--- src/rtl/pong_input_pkg.sv ---
// Shared definitions for the Pong player-input path.
package pong_input_pkg;

  typedef enum logic {
    SRC_ANALOG,
    SRC_DIGITAL
  } src_t;

  localparam logic [1:0] MODE_Y    = 2'b00;
  localparam logic [1:0] MODE_X    = 2'b01;
  localparam logic [1:0] MODE_INVX = 2'b10;

endpackage

--- src/rtl/paddle_accel.sv ---
// Hold-time acceleration curve: step grows with frames held, clamped to STEP_MAX.
module paddle_accel #(
  parameter int unsigned STEP_MIN  = 1,
  parameter int unsigned STEP_MAX  = 8,
  parameter int unsigned ACC_SHIFT = 3
) (
  input  logic [7:0] hold_frames,
  output logic [3:0] step
);

  logic [8:0] step_raw;

  always_comb begin
    step_raw = 9'(STEP_MIN) + {1'b0, hold_frames >> ACC_SHIFT};
    step     = (step_raw > 9'(STEP_MAX)) ? 4'(STEP_MAX) : step_raw[3:0];
  end

endmodule

--- src/rtl/paddle_ctrl.sv ---
// Per-player paddle position: analog stick or frame-integrated digital buttons,
// whichever was used most recently drives paddle_vpos.
module paddle_ctrl
  import pong_input_pkg::*;
#(
  parameter int unsigned DEADZONE  = 16,
  parameter int unsigned STEP_MIN  = 1,
  parameter int unsigned STEP_MAX  = 8,
  parameter int unsigned ACC_SHIFT = 3
) (
  input  logic        clk_sys,
  input  logic        reset,
  input  logic        vblank,
  input  logic [1:0]  mode,
  input  logic [15:0] analog,
  input  logic        dig_up,
  input  logic        dig_dn,
  output logic [7:0]  paddle_vpos,
  output logic        src_analog
);

  logic       vblank_q;
  src_t       src_q, src_d;
  logic [7:0] acc_q, acc_d;
  logic [7:0] hold_q, hold_d;
  logic [7:0] vpos_q, vpos_d;
  logic       src_analog_q, src_analog_d;

  logic [7:0] a_s, a_u;
  logic [8:0] a_abs, acc_dec, acc_inc;
  logic       tick, btn_any, btn_one;
  logic [3:0] step;

  paddle_accel #(
    .STEP_MIN  (STEP_MIN),
    .STEP_MAX  (STEP_MAX),
    .ACC_SHIFT (ACC_SHIFT)
  ) u_accel (
    .hold_frames (hold_q),
    .step        (step)
  );

  always_comb begin
    a_s   = (mode == MODE_Y) ? analog[15:8] : analog[7:0];
    a_u   = mode[1] ? (a_s ^ 8'h7F) : (a_s + 8'h80);
    // 9-bit magnitude so -128 maps to 128 instead of overflowing
    a_abs = a_s[7] ? (9'd0 - {1'b1, a_s}) : {1'b0, a_s};
    tick    = vblank & ~vblank_q;
    btn_any = dig_up | dig_dn;
    btn_one = dig_up ^ dig_dn;
    acc_dec = {1'b0, acc_q} - {5'd0, step};
    acc_inc = {1'b0, acc_q} + {5'd0, step};
  end

  always_comb begin
    src_d  = src_q;
    acc_d  = acc_q;
    hold_d = hold_q;
    unique case (src_q)
      SRC_ANALOG: begin
        // Seed the integrator from the stick so the paddle does not jump;
        // acceleration restarts from STEP_MIN on every fresh button use.
        if (btn_any) begin
          src_d  = SRC_DIGITAL;
          acc_d  = a_u;
          hold_d = 8'd0;
        end
      end
      SRC_DIGITAL: begin
        if (tick) begin
          if (btn_one) begin
            if (dig_up) acc_d = acc_dec[8] ? 8'h00 : acc_dec[7:0];
            else        acc_d = acc_inc[8] ? 8'hFF : acc_inc[7:0];
            hold_d = (hold_q == 8'hFF) ? 8'hFF : hold_q + 8'd1;
          end else begin
            hold_d = 8'd0;
          end
        end
        if (!btn_any && (a_abs > 9'(DEADZONE))) src_d = SRC_ANALOG;
      end
    endcase
  end

  always_comb begin
    vpos_d       = (src_q == SRC_ANALOG) ? a_u : acc_q;
    src_analog_d = (src_q == SRC_ANALOG);
  end

  always_ff @(posedge clk_sys) begin
    if (reset) begin
      vblank_q     <= 1'b0;
      src_q        <= SRC_ANALOG;
      acc_q        <= 8'h80;
      hold_q       <= 8'd0;
      vpos_q       <= 8'h80;
      src_analog_q <= 1'b1;
    end else begin
      vblank_q     <= vblank;
      src_q        <= src_d;
      acc_q        <= acc_d;
      hold_q       <= hold_d;
      vpos_q       <= vpos_d;
      src_analog_q <= src_analog_d;
    end
  end

  assign paddle_vpos = vpos_q;
  assign src_analog  = src_analog_q;

endmodule

--- config.mk ---
export PLATFORM = sky130hd
export DESIGN_NAME = paddle_ctrl
export DESIGN_NICKNAME = d
export VERILOG_FILES = /design/src/rtl/pong_input_pkg.sv /design/src/rtl/paddle_accel.sv /design/src/rtl/paddle_ctrl.sv
export SDC_FILE = /design/constraint.sdc
export NUM_CORES = 1
export LEC_CHECK = 0
export ABC_AREA = 1
export BUFFER_PORTS_ARGS = -buffer_cell sky130_fd_sc_hd__buf_2
export CAP_MARGIN = 10
export CORE_AREA = 8 8 72 74
export DETAILED_ROUTE_END_ITERATION = 10
export DIE_AREA = 0 0 80 82
export HOLD_SLACK_MARGIN = 0.06
export MAX_ROUTING_LAYER = met4
export PLACE_DENSITY = 0.75
export SYNTH_ARGS = -nofsm -noshare
export SYNTH_HDL_FRONTEND = slang
export SYNTH_SLANG_ARGS = --single-unit
--- constraint.sdc ---
create_clock -name clk_sys -period 6.8 [get_ports clk_sys]
set_input_delay 0.68 -clock clk_sys [delete_from_list [all_inputs] [get_ports clk_sys]]
set_output_delay 0.68 -clock clk_sys [all_outputs]
set_load 0.01 [all_outputs]
### Word-level counts from Yosys, hierarchy flattened

Cells that the tools add are included.
Widths: inputs -> output; s select.

* $add $sub $neg: 6
* magnitude comparators: 2
* equality and inequality tests: 4
* multiplexer cells: 20
* bitwise gates (word level): 6
* reductions and logical operators: 5

Operators with widths (count)
* $mux 8: 13
* $pmux 8 s2: 2
* $add 8x4->9: 1
* $gt 9x4->1 const B: 1
* $gt 9x5->1 const B: 1
* $mux 9: 1
* $sub 1x9->9 const A: 1
* $sub 8x4->9: 1
* $add 8x1->8 const B: 1
* $add 8x8->8 const B: 1
* $eq 8x8->1 const B: 1
* $not 7->7: 1
* $add 1x5->6 const A: 1
* $ne 2x1->1 const B: 3
* $mux 4: 1
* $reduce_and 3->1: 1
* $logic_not 2->1: 1
* $mux 1: 2
* $not 1->1: 2
* $pmux 1 s2: 1
* $reduce_and 2->1: 1
* $and 1x1->1: 1
* $logic_and 1x1->1: 1
* $logic_not 1->1: 1
* 2 further kinds: 2

* bits in registers: 27
* output and inout port bits: 9
* word-level logic and storage cells: 49

### Logic depth before layout (Yosys ltp)

Gate-level depths: netlist (run 1).

* depth in word-level cells: 9
* mapped depth: 23
* mapped depth without buffers: 22

### Modules after synthesis

A second synthesis (run 1) with hierarchy kept.

* cell total of the unflattened synthesis: 354
* area total of the unflattened synthesis: 2278.4 um^2

By module, submodules not included
* paddle_ctrl: times used 1, cells each 330, area an instance 2153.3 um^2, seq. area each 540.5 um^2
* paddle_accel: times used 1, cells each 24, area an instance 125.1 um^2, seq. area each 0.0 um^2

### Worst setup path before layout (run 1)

Ideal clock, no wire load.

* kind: reg-to-reg
* from: register hold_q[3]
* to: register acc_q[1]
* library setup time: 0.074 ns
* arrival time: 2.674 ns
* data required time: 6.726 ns
* path slack: 4.052 ns
* cell stages (with the launch flop): 21
* path buffers: 0
* period minus slack after synthesis: 2.748 ns
* cell sequence: dfxtp_1 > ha_1 > nand2_1 > nor2_1 > xor2_1 > nor2_1 > inv_1 > nor2_1 > inv_1 > nor2_1 > ha_1 > inv_1 > fa_1 > nand3b_1 > nand2_1 > nand2_1 > nand2_1 > nand2_1 > o21ai_0 > nand2_1 > a31oi_1

* longest elaborated chain between the ends: 9
* elaborated cells on any way between the ends: 11
* classes of those cells: 3 x add/sub; 1 x order compare; 7 x mux

RTL lines
* from (decl): RTL line paddle_ctrl.sv:25 `logic [7:0] hold_q, hold_d;`
* from (signal assigned): RTL line paddle_ctrl.sv:101 `hold_q <= hold_d;`
* $add 1x5->6 (*): RTL line paddle_accel.sv:14 `step_raw = 9'(STEP_MIN) + {1'b0, hold_frames >> ACC_SHIFT};`
* $gt 9x4->1: RTL line paddle_accel.sv:15 `step = (step_raw > 9'(STEP_MAX)) ? 4'(STEP_MAX) : step_raw[3:0];`
* $mux 4 (*): RTL line paddle_accel.sv:15
* $add 8x4->9 or $sub 8x4->9 (tied branches): RTL line paddle_ctrl.sv:52, paddle_ctrl.sv:51
* $mux 8, on equally long branches: RTL line paddle_ctrl.sv:73, paddle_ctrl.sv:72
* $mux 8 (*): RTL line paddle_ctrl.sv:72 `if (dig_up) acc_d = acc_dec[8] ? 8'h00 : acc_dec[7:0];`
* $mux 8 (*): RTL line paddle_ctrl.sv:71 `if (btn_one) begin`
* $mux 8 (*): RTL line paddle_ctrl.sv:70 `if (tick) begin`
* $pmux 8 s2 (*): RTL line paddle_ctrl.sv:59 `unique case (src_q)`
* to (signal assigned): RTL line paddle_ctrl.sv:93 `acc_q <= 8'h80;`
* to (signal assigned): RTL line paddle_ctrl.sv:100 `acc_q <= acc_d;`
* to (decl): RTL line paddle_ctrl.sv:24 `logic [7:0] acc_q, acc_d;`

Mark *: on every way between the ends. The rest lies on a longest branch, timed or not. The select of a mux whose other input is x is not followed.
A chain may end at the register's enable or synchronous reset.

### Final worst setup path (run 1)

* from: register hold_q[3]
* to: register acc_q[0]

The elaborated chain is that of the path after synthesis.

==> reports/results.txt, run 1 <==
Max-cap viol count: 0
Post-synthesis area per instance: 6.20 um^2
Die H: 82 um
Critical path's slowest cell: dfxtp_1
CTS root buf: clkbuf_8
Initial antenna violation count: 0
Maximum VDD drop: 149 uV
Clk sinks: 27
Port Buffers: 31
Wirelength, routed: 5300 um
DP Cell Count: 421
Antenna cells: 0
Final period util: 46.6%
GP Congestion: 0.896
EDFF count, synth: 0
Post-synth ARST share: 0%
Commonest non-fill, non-tap cells in the layout: nand2_1, inv_1, o21ai_0
Clk_skew: 7.44 ps
Synth Instances: 347
Total setup buffers inserted after CTS: 0
Crit path max fanout: 8
Initial core utilization: 51.9%
Tmin final: 3170 ps
Top FF cell, synth: dfxtp_1
# fillers: 402
Critical path data arrival time: 3370 ps
Nets: 411
TritonRoute pass-1 iters: 5
Hpwl dp: 4260 um
Worst Hold Class: register to register
Power Dens Cells: 170 nW/um^2
Detailed-route vias per instance: 5.34
Share of layout cells above drive strength 1: 13.1%
Most common cell after layout, fill and taps aside: nand2_1
Std-Cell Core Area: 4140 um^2
Remaining DRCs: 0
Tot GR Track Use: 17.2%
Clock tree buffer depth: 2
Non-Filler Instances: 425
# hold bufs at CTS: 0
Hold slack: 509 ps
Total CTS buffers: 3
CTS H-Tree Depth: 1
YS warnings: 0
Largest net degree at the start of global routing: 25
CTS tree: done
Congestion Overflow GR: 0
Initial DRC count: 151
DRT antenna net count: 0
Total negative setup slack: 0 ps
Worst skew pair latency: 280 ps
Critical Path Max Stage Delay: 470 ps
CP Launch Type: register
Required time of the critical path: 7000 ps
Pins Over Slew Limit: 0
Leakage: 1.19 nW
Power Total: 0.404 mW
Result of the run: finished clean
Cts repair resizes: 0
Area Overhead vs Synth: 10.2%
Final Setup Violations: 0
Crit end category: register
Num ports: 32
Yosys reg bits: 27
DR WL/cell: 12.5 um
Vias in the first global route: 2061
Post-synth cell types: 35
Row count: 24
Setup Crit Path Kind: register to register
First-pass GRT wire length: 9100 um
Final Hold Viols: 0
Die width: 80 um
Cell mode on critical path: nor2_1
Synth Net Count: 384
RSZ-0062 raised after global routing: no
Rel. slew slack: 48.2%
Seq/Total Area, Yosys: 25.1%
DR vias: 2271
Mapped Area: 2150 um^2
Die area: 6560 um^2
Max Fclk: 315 MHz
Critical path cell sequence: ha_1 -> nand2_1 -> nor2_1 -> xor2_1 -> nor2_1 -> inv_1 -> nor2_1 -> inv_1 -> nor2_1 -> ha_1 -> inv_1 -> fa_1 -> nand3b_1 -> nand2_1 -> nand3_1 -> nand2_1 -> o211ai_1 -> a31oi_1
Worst-margin pin slew: 777 ps
Clk pin slew, worst setup/hold paths: 90 ps
==> stage by stage <==
| step | area, um^2 | worst slack (ps) | util, % |
|---|---|---|---|
| finish | 2370 | 3630 | 57.2 |
| detailed placement | 2320 | 3660 | 56.0 |
| floorplan | 2150 | 4050 | - |
| global placement | 2320 | 3780 | 56.0 |
| CTS | 2370 | 3630 | 57.2 |
| global route | 2370 | 3210 | 57.2 |
==> Yosys cell counts, types with 2 or more instances <==
library cell / instances / share of area (%)
inv_1: 38 / 6.6
nand3_2: 2 / 0.93
nand4_1: 7 / 2.0
ha_1: 12 / 7.0
inv_2: 5 / 0.87
o21ai_0: 35 / 8.1
nand3_1: 23 / 5.3
a21oi_1: 32 / 7.4
clkbuf_1: 2 / 0.35
nor2_1: 25 / 4.4
a31oi_1: 2 / 0.58
nand2_1: 100 / 17
nor3_1: 3 / 0.70
o22ai_1: 5 / 1.5
xor2_1: 3 / 1.2
clkinv_1: 2 / 0.35
fa_1: 2 / 1.9
dfxtp_1: 27 / 25
buf_2: 4 / 0.93
o211ai_1: 3 / 1.0
==> flip-flops by register name, summed over array words and instances (netlist names) <==
signal,cells
acc_q,8
paddle_vpos,8
vblank_q,1
src_analog,1
src_q,1
hold_q,8
==> per-layer routing <==
metal | GRT usage, % | part of all wire [%]
met1 | 23.2 | 52
met2 | 26.0 | 43
met4 | 5.45 | 1.2
met3 | 2.19 | 3.4
met5 | - | 0
==> cells by family (layout without fill, tap and decap cells) <==
kind of cell | after synthesis | after routing | share of synthesized area, %
AO/OA/AOI/OAI | 81 | 81 | 20.4
XOR/XNOR | 4 | 4 | 1.63
adder cells (fa/ha/maj) | 14 | 14 | 8.84
buffers and inverters | 55 | 81 | 11.0
flip-flops | 27 | 27 | 25.1
AND/OR/NAND/NOR | 166 | 166 | 33.0
==> critical path, delay by kind of cell, from the launching register on <==
kind | cells | cell delay [ps]
simple gates | 9 | 1230
xor+xnor | 1 | 80
compound gates | 2 | 280
flops | 1 | 470
fa+ha+maj | 3 | 840
buf+inv | 3 | 200
==> final cells by class <==
cell class              instances  area [um^2]  area share (%)
clock buffers                   3         41.3            1.74
clock inverters                 1         7.51           0.317
inverters                      46          186            7.86
multi-input cells             265         1380            58.0
flip-flops and latches         27          541            22.8
well taps                      52         65.1            2.74
repair buffers                 31          155            6.54
==> power by group <==
group	leakage [nW]	switching, mW	internal, mW
Clock	0.0217	0.0503	0.0416
Sequential	0.222	0.0136	0.169
Combinational	0.945	0.0805	0.0491
==> path summary, 6_finish.rpt <==
kind | start | end | slack (ps) | depth (start not counted)
min | hold_q[1] | hold_q[1] | 510 | 2
max reg2reg | hold_q[3] | acc_q[0] | 3630 | 18
min reg2reg | hold_q[1] | hold_q[1] | 510 | 2
max | hold_q[3] | acc_q[0] | 3630 | 18
No activity file was read; power rests on OpenSTA's default activity.
==> run 2, diff against run 1 <==
- ABC_AREA: 1 -> 0
- CORE_AREA: 8 8 72 74 -> 8 8 74 76
- DIE_AREA: 0 0 80 82 -> 0 0 82 84
- PLACE_DENSITY: 0.75 -> 0.74
- clock period: 6.8 -> 2.65 ns (I/O delays scaled with it)
==> reports/results.txt, run 2 <==
Result of the run: finished, violations left (was finished clean)
Failing checks: setup timing
Synth top area share: 25.3% (was 25.1%)
DP Area: 2430 um^2 (was 2320 um^2)
Synth top area cells: dfxtp_1, a21oi_1, ha_1 (was dfxtp_1, nand2_1, o21ai_0)
Die H: 84 um (was 82 um)
Row count: 24 (unchanged)
R2R depth: 13 (was 18)
Max Fclk: 370 MHz (was 315 MHz)
GP Congestion: 0.855 (was 0.896)
DP Cell Count: 366 (was 421)
Post-synthesis area per instance: 7.55 um^2 (was 6.20 um^2)
Hold Path Origin: vblank (was hold_q[1])
Clk sinks: 27 (unchanged)
Yosys reg bits: 27 (unchanged)
Synth Instances: 283 (was 347)
Rel. slew slack: 51.4% (was 48.2%)
Setup Crit Path Kind: register to register (unchanged)
Crit path setup slack, layout: -50.3 ps (was 3630 ps)
Wirelength, routed: 6080 um (was 5300 um)
Detailed-route vias per instance: 6.06 (was 5.34)
DR WL/cell: 16.1 um (was 12.5 um)
Crit end category: register (unchanged)
Remaining DRCs: 0 (unchanged)
Clk_skew: 14.9 ps (was 7.44 ps)
Port Buffers: 31 (unchanged)
CP Launch Type: register (unchanged)
Clk pin slew, worst setup/hold paths: 110 ps (was 90 ps)
Tmin final: 2700 ps (was 3170 ps)
Power Total: 1.10 mW (was 0.404 mW)
Non-Filler Instances: 377 (was 425)
Fin util: 63.8% (was 57.2%)
Tot GR Track Use: 16.7% (was 17.2%)
Die area: 6890 um^2 (was 6560 um^2)
Max-cap viol count: 0 (unchanged)
Seq/Total Area, Yosys: 25.3% (was 25.1%)
Final Instance Area: 2720 um^2 (was 2370 um^2)
Clock tree buffer depth: 2 (unchanged)
Pins Over Slew Limit: 0 (unchanged)
Congestion Overflow GR: 0 (unchanged)
Die width: 82 um (was 80 um)
Count leader, synth: a21oi_1 (was nand2_1)
CTS root buf: clkbuf_8 (unchanged)
EDFF count, synth: 0 (unchanged)
Final Setup Violations: 4 (was 0)
Power Dens Cells: 403 nW/um^2 (was 170 nW/um^2)
Post-synth ARST share: 0% (unchanged)
First-pass GRT wire length: 9250 um (was 9100 um)
Crit path max fanout: 8 (unchanged)
Synth Net Count: 320 (was 384)
Maximum VDD drop: 388 uV (was 149 uV)
Final Hold Viols: 0 (unchanged)
CTS tree: done (unchanged)
Required time of the critical path: 2850 ps (was 7000 ps)
Setup WS pre-CTS: -102 ps (was 3660 ps)
Hpwl dp: 4140 um (was 4260 um)
Final period util: 102% (was 46.6%)
Largest net degree at the start of global routing: 28 (was 25)
Reg2reg start: hold_q[3] (unchanged)
R2r endpoint: acc_q[2] (was acc_q[0])
Commonest non-fill, non-tap cells in the layout: buf_2, a21oi_1, nor2_1 (was nand2_1, inv_1, o21ai_0)
Antenna cells: 0 (unchanged)
Share of layout cells above drive strength 1: 32.0% (was 13.1%)
Post-synth cell types: 59 (was 35)
Worst Hold Class: primary input to register (was register to register)
Vias in the first global route: 2056 (was 2061)
# fillers: 357 (was 402)
Nets: 363 (was 411)
Initial DRC count: 233 (was 151)
YS warnings: 0 (unchanged)
Total negative setup slack: -125 ps (was 0 ps)
WHS Path Cells: 2 (unchanged)
CTS H-Tree Depth: 1 (unchanged)
TritonRoute pass-1 iters: 5 (unchanged)
# hold bufs at CTS: 0 (unchanged)
Hold slack: 240 ps (was 509 ps)
Leakage: 1.06 nW (was 1.19 nW)
Initial antenna violation count: 0 (unchanged)
Worst-margin pin slew: 725 ps (was 777 ps)
Critical path data arrival time: 2900 ps (was 3370 ps)
DRT antenna net count: 0 (unchanged)
Total CTS buffers: 3 (unchanged)
Worst skew pair latency: 290 ps (was 280 ps)
DR vias: 2284 (was 2271)
Reg-to-reg slack, setup: -50 ps (was 3630 ps)
Post-synth top area cell: dfxtp_1 (unchanged)
Area Overhead vs Synth: 27.3% (was 10.2%)
Mapped Area: 2140 um^2 (was 2150 um^2)
Initial core utilization: 50.1% (was 51.9%)
Commonest cells post-synth: a21oi_1, dfxtp_1, nand2_1 (was nand2_1, inv_1, o21ai_0)
RSZ-0062 raised after global routing: yes (was no)
Top FF cell, synth: dfxtp_1 (unchanged)
Std-Cell Core Area: 4260 um^2 (was 4140 um^2)
Num ports: 32 (unchanged)
Most common cell after layout, fill and taps aside: buf_2 (was nand2_1)
Worst hold endpoint: vblank_q (was hold_q[1])
## run 2: changes by cell type after synthesis, moves of 4 or more
| cell | delta |
|---|---|
| a211oi_1 | +5 |
| nand2b_1 | +7 |
| o21ai_0 | -25 |
| inv_1 | -29 |
| nand2_1 | -73 |
| clkbuf_1 | +8 |
| nor3_1 | +7 |
| or2_1 | +4 |
| o21ai_1 | +8 |
| nor2b_1 | +8 |
| nand3_1 | -15 |
## run 2: worst max path at each step
| stage | startpoint | endpoint | depth (start not counted) |
|---|---|---|---|
| finish | hold_q[3] | acc_q[2] | 13 |
| global placement | hold_q[4] | acc_q[6] | 14 |
| CTS | hold_q[3] | acc_q[6] | 14 |
| floorplan | hold_q[4] | acc_q[0] | 13 |
| detailed placement | hold_q[4] | acc_q[6] | 14 |
| global route | hold_q[3] | acc_q[2] | 13 |
## run 2: where the power goes
| part | total (mW) | leakage, nW | internal (mW) | switching, mW |
|---|---|---|---|---|
| combinational | 0.377 | 0.816 | 0.173 | 0.204 |
| clock | 0.249 | 0.0217 | 0.107 | 0.142 |
| sequential | 0.470 | 0.225 | 0.430 | 0.0395 |
## run 2: cells by family after synthesis
family	synth area share (%)
flip-flops	25.3
AND/OR/NAND/NOR	25.5
buffers and inverters	6.32
adder cells (fa/ha/maj)	8.90
multiplexers	4.04
AO/OA/AOI/OAI	27.9
XOR/XNOR	2.05
## run 2: final cells by class
cell class	instances	area, um^2	share of cell area [%]
Sequential cell	27	553	20.3
Inverter	11	41.3	1.52
Timing Repair Buffer	57	358	13.1
Tap cell	52	65.1	2.39
Clock inverter	1	7.51	0.276
Multi-Input combinational cell	226	1660	60.8
Clock buffer	3	41.3	1.52
## run 2: worst max-delay path, stage by stage (launching register included)
cell and delay, ps:
dfxtp_4 400, ha_4 190, nor3_4 50, o21bai_1 200, nor2_1 90, buf_4 140, ha_4 150, fa_2 400
nor2b_1 160, o21a_1 230, nor3_4 70, o21ai_1 140, nand3_1 120, a311oi_1 270
## run 2: metal layers
metal | track usage, % | share of wire [%]
met5 | - | 0
met4 | 5.11 | 1.9
met3 | 1.62 | 5.9
met2 | 24.1 | 46
met1 | 23.4 | 46
## run 2: repair_timing
item / CTS / global route
buffers inserted: 4 / 3
resized for setup: 20 / 24
pin swaps: 13 / 30
endpoints found under the setup margin: 7 / 8
cloned: 0 / 0
